--- src/rtl/rename_regfile.sv ---
// rename_regfile: architectural register file with a register alias table.
// Each request is answered one cycle later with, per source channel, either
// the operand value or the ROB tag it still waits on, and the request may
// allocate a ROB tag to its destination. Commits write values and clear
// renames whose tag matches. A flush clears every rename.
// Ports:
//   clk, rst                  clock, async active-high reset
//   rdy                       global enable; low freezes all state/outputs
//   commit_valid/reg/tag/data ROB commit path
//   flush                     clear all busy bits, drop same-cycle request
//   req_valid/id/src_en/src_reg/has_rd/rd/rd_tag   rename/lookup request
//   resp_valid/id/busy/tag/data   registered one-cycle response
//   busy_count                registered number of busy registers
module rename_regfile #(
  parameter int unsigned XLEN  = 32,
  parameter int unsigned NREG  = 32,
  parameter int unsigned TAG_W = 4,
  parameter int unsigned NSRC  = 2
) (
  input  logic                          clk,
  input  logic                          rst,
  input  logic                          rdy,
  input  logic                          commit_valid,
  input  logic [$clog2(NREG)-1:0]       commit_reg,
  input  logic [TAG_W-1:0]              commit_tag,
  input  logic [XLEN-1:0]               commit_data,
  input  logic                          flush,
  input  logic                          req_valid,
  input  logic [TAG_W-1:0]              req_id,
  input  logic [NSRC-1:0]               req_src_en,
  input  logic [NSRC*$clog2(NREG)-1:0]  req_src_reg,
  input  logic                          req_has_rd,
  input  logic [$clog2(NREG)-1:0]       req_rd,
  input  logic [TAG_W-1:0]              req_rd_tag,
  output logic                          resp_valid,
  output logic [TAG_W-1:0]              resp_id,
  output logic [NSRC-1:0]               resp_busy,
  output logic [NSRC*TAG_W-1:0]         resp_tag,
  output logic [NSRC*XLEN-1:0]          resp_data,
  output logic [$clog2(NREG):0]         busy_count
);

  localparam int unsigned REG_W = $clog2(NREG);
  localparam int unsigned CNT_W = $clog2(NREG) + 1;

  logic [XLEN-1:0]  value_q [NREG];
  logic [TAG_W-1:0] tag_q   [NREG];
  logic [TAG_W-1:0] tag_nxt [NREG];
  logic [NREG-1:0]  busy_q;
  logic [NREG-1:0]  busy_nxt;
  logic [CNT_W-1:0] cnt_c;
  logic             accept_c;
  logic             rename_c;
  logic             commit_c;
  logic [NSRC-1:0]        busy_c;
  logic [NSRC*TAG_W-1:0]  tag_c;
  logic [NSRC*XLEN-1:0]   data_c;

  // A flush drops the request; x0 is never committed or renamed.
  assign accept_c = req_valid && !flush;
  assign rename_c = accept_c && req_has_rd && (req_rd != '0);
  assign commit_c = commit_valid && (commit_reg != '0);

  // Next-state alias table: commit clears a matching rename, a rename
  // overrides the commit, and a flush overrides everything.
  always_comb begin
    busy_nxt = busy_q;
    for (int i = 0; i < int'(NREG); i++) tag_nxt[i] = tag_q[i];
    if (commit_c && (tag_q[commit_reg] == commit_tag)) busy_nxt[commit_reg] = 1'b0;
    if (rename_c) begin
      busy_nxt[req_rd] = 1'b1;
      tag_nxt[req_rd]  = req_rd_tag;
    end
    if (flush) busy_nxt = '0;
  end

  // Population count of the next-state busy vector.
  always_comb begin
    cnt_c = '0;
    for (int i = 0; i < int'(NREG); i++) cnt_c = cnt_c + CNT_W'(busy_nxt[i]);
  end

  // Source lookup against pre-update state, with same-cycle commit bypass.
  always_comb begin
    logic [REG_W-1:0] s;
    busy_c = '0;
    tag_c  = '0;
    data_c = '0;
    s      = '0;
    for (int k = 0; k < int'(NSRC); k++) begin
      s = req_src_reg[k*REG_W +: REG_W];
      if (req_src_en[k] && (s != '0)) begin
        if (!busy_q[s]) begin
          data_c[k*XLEN +: XLEN] = value_q[s];
        end else if (commit_valid && (commit_reg == s) && (commit_tag == tag_q[s])) begin
          data_c[k*XLEN +: XLEN] = commit_data;
        end else begin
          busy_c[k]                = 1'b1;
          tag_c[k*TAG_W +: TAG_W] = tag_q[s];
        end
      end
    end
  end

  // State and registered response; rdy low freezes everything.
  always_ff @(posedge clk or posedge rst) begin
    if (rst) begin
      for (int i = 0; i < int'(NREG); i++) begin
        value_q[i] <= '0;
        tag_q[i]   <= '0;
      end
      busy_q     <= '0;
      busy_count <= '0;
      resp_valid <= 1'b0;
      resp_id    <= '0;
      resp_busy  <= '0;
      resp_tag   <= '0;
      resp_data  <= '0;
    end else if (rdy) begin
      if (commit_c) value_q[commit_reg] <= commit_data;
      for (int i = 0; i < int'(NREG); i++) tag_q[i] <= tag_nxt[i];
      busy_q     <= busy_nxt;
      busy_count <= cnt_c;
      resp_valid <= accept_c;
      if (accept_c) begin
        resp_id   <= req_id;
        resp_busy <= busy_c;
        resp_tag  <= tag_c;
        resp_data <= data_c;
      end
    end
  end

endmodule
--- config.mk ---
export PLATFORM = sky130hd
export DESIGN_NAME = rename_regfile
export DESIGN_NICKNAME = d
export VERILOG_FILES = /design/src/rtl/rename_regfile.sv
export SDC_FILE = /design/constraint.sdc
export NUM_CORES = 2
export LEC_CHECK = 0
export ABC_AREA = 1
export CORE_MARGIN = 1.5
export CORE_UTILIZATION = 40
export CTS_CLUSTER_SIZE = 16
export DETAILED_ROUTE_END_ITERATION = 7
export HOLD_SLACK_MARGIN = 0.1
export PLACE_DENSITY = 0.59
export SETUP_SLACK_MARGIN = 0.15
export SLEW_MARGIN = 20
export SYNTH_ARGS = -nofsm -noshare
export SYNTH_HDL_FRONTEND = slang
export SYNTH_SLANG_ARGS = --single-unit
--- constraint.sdc ---
create_clock -name clk -period 50 [get_ports clk]
set_input_delay 7.5 -clock clk [delete_from_list [all_inputs] [get_ports clk]]
set_output_delay 7.5 -clock clk [all_outputs]
set_load 0.02 [all_outputs]
==> results.cfg <==
[finish]
final_common_cell = nand2_1
instances_no_fill = 12526
drive_gt1_share_pct = 6.43
area_delta_synth_final_pct = 9.78
nNetsFinal = 10040
final_cell_mix = nand2_1 (2585), o21ai_0 (2027), dfrtp_1 (1269), inv_1 (985), a21oi_1 (681)
postLayoutCellArea_um2 = 81600

[cts]
clock_sinks = 1269
root_buffer = clkbuf_16
clk_pin_slew_ns = 0.06
cts_setup_buffers = 0
cts_tree = yes
clockBufferDepth = 3
cts-hold-fix-buffers = 0
cts_made_buffers = 147
cts_resized = 0
clk_latency_ns = 0.83
htree_levels = 4

[placed_design]
dp.cells = 12266
routabilityCongestion = 0.910
detailed_place.area_um2 = 76700
io_buffer_count = 157
dpl.hpwl_mm = 176
place_ws_ns = 34.99

[grt]
grt_use_total_pct = 33.3
grt_pass1_wl_mm = 467
antenna_found_initial = 7
grt_pass1_vias = 69269
grt-ovfl-total = 0
grt_max_degree = 220

[sta]
fin_crit_ns = 14.26
timing.fmax_mhz = 70.1
whs_ns = 0.375
fin_crit_sh_pct = 28.5
slew_violations = 0
finalClockSkew_ns = 0.0298
hold_viol_final = 0
tightest_slew_ns = 1.30
setup_tns_ns = 0
max_slew_margin_pct = 13.4
setup_violations = 0
layout_setup_ws_ns = 35.74
grt_setup_unrepaired = no

[logic_synthesis]
ys_ff_latch = 1269
syn_inst = 10369
ys_warn_count = 0
yosys.cell_types.count = 39
netlist_area_um2 = 74300
synth_area_per_cell_um2 = 7.17
synth_nets = 10473
yosysSeqAreaShare_pct = 42.7

[drt]
drt_pass1_iterations = 7
wl_mm = 319
drtAntennaViolNets = 0
drc = 0
wl_per_cell_um = 25.5
vias_per_cell = 5.91
vias = 74035
initialDrtViolationCount = 11035

[floorplanning]
fp-row-count = 158
die_h_um = 434
core_area_um2 = 185000
pin_count = 158
start_util_pct = 40.2
die_w_um = 434
die_area_um2 = 188000

[setup_path]
cp-end-kind = flip-flop
reg2reg_slack_ns = 43.33
path_common_cell = nand2_1
critical-path-slowest-cell = buf_2
crit_family = adder cells
rr_worst_depth = 33
path_class = in -> reg
crit_buf_inv = 7
cp.required_ns = 50.74
critPathArrivalTime_ns = 15.00
cp_max_fo = 57
timing.rr.start = tag_q[103]
crit_path_max_incr_delay_ns = 0.56
cp-startpoint = commit_reg[0]
start_kind = primary input
cp_num_cells = 36

[min_path]
hold_start = value_q[1021]
min_path_type = reg -> reg
hold_depth = 0

[power_and_ir_drop]
powerDensity_nw_per_um2 = 36.4
max-vdd-ir-drop_uv = 30.8
leakage_nw = 37.4

[run_status]
outcome = completed

[job]
maxCapViolations = 0
Yosys cell counts:
cell type	n	area (um^2)
o21ai_4	1	16.3
o211ai_1	141	1060
buf_6	4	45.0
fa_1	24	480
nand4_1	75	469
clkbuf_2	9	45.0
a31oi_1	1	6.26
o21ai_2	2	17.5
dfrtp_1	1269	31800
o21ai_0	2027	10100
xor2_1	1	8.76
or2_2	3	18.8
buf_4	43	323
nand3_1	558	2790
nor4_1	2	12.5
xnor2_1	1	8.76
nor3_1	13	65.1
buf_1	83	312
nand2_1	2586	9710
mux2_2	140	1580
inv_2	22	82.6
clkinv_1	3	11.3
nand2_4	1	11.3
inv_4	1	6.26
clkbuf_1	528	1980
nor2_2	7	43.8
inv_1	992	3720
buf_2	249	1250
o21ai_1	85	425
nor3_2	16	160
a21oi_1	681	3410
mux2_1	53	597
nor3_4	19	309
ha_1	7	87.6
o22ai_1	4	25.0
o221ai_1	1	8.76
nand2_2	1	6.26
o2111ai_1	130	1140
nor2_1	586	2200
where the power goes:
group          total (W)  leakage, nW  internal (W)  switching, W
Clock            0.00112         2.39      0.000653      0.000469
Sequential       0.00126         14.7       0.00119     0.0000760
Combinational   0.000585         20.3      0.000179      0.000405
Total            0.00297         37.4       0.00202      0.000951
per-stage QoR:
step	util [%]	total power [W]
floorplan	-	0.00166
global placement	41.4	0.00183
detailed placement	41.4	0.00185
CTS	44.1	0.00297
global route	44.1	0.00310
finish	44.1	0.00297
kinds of logic (layout without fill, tap and decap cells):
logic type               Yosys count  in the layout  share of synthesized area (%)
buffers and inverters           1934           1608                           10.5
other                              0              3                              0
AO/OA/AOI/OAI                   3073           3073                           21.9
multiplexers                     193            193                           2.92
AND/OR/NAND/NOR                 3867           3867                           21.2
XOR/XNOR                           2              2                         0.0236
flip-flops                      1269           1269                           42.7
adder cells (fa/ha/maj)           31             31                          0.764
flip-flops by register name, indices dropped and copies added, names as in the netlist, 2 cells and up:
name and flops:
busy_count 6, busy_q 32, resp_busy 2, resp_data 64
resp_id 4, resp_tag 8, tag_q 128, value_q 1024
path summary, 6_finish.rpt:
check	to
worst max register to register	busy_count[4]
min in group asynchronous	value_q[879]
worst min-delay path	value_q[1021]
worst min register to register	value_q[1021]
worst max-delay path	busy_count[4]
max in group asynchronous	busy_q[0]
routing by layer:
layer | vias to the layer above | track usage, % | wire, um
met5 | - | 0 | 0
met4 | 0 | 19.2 | 20600
met3 | 977 | 6.96 | 35600
met2 | 4711 | 49.2 | 136000
met1 | 35279 | 45.0 | 127000
li1 | 33068 | - | -
area by class of cell:
| type | instances | area [um^2] |
|---|---|---|
| clock inverter | 44 | 619 |
| fill | 18692 | 103000 |
| tap | 2480 | 3100 |
| clock buffer | 212 | 4260 |
| multi-input combinational | 7166 | 35000 |
| timing repair buffer | 334 | 3020 |
| inverter | 1018 | 3870 |
| antenna | 3 | 7.51 |
| sequential | 1269 | 31800 |
(Power assumes the default switching activity.)
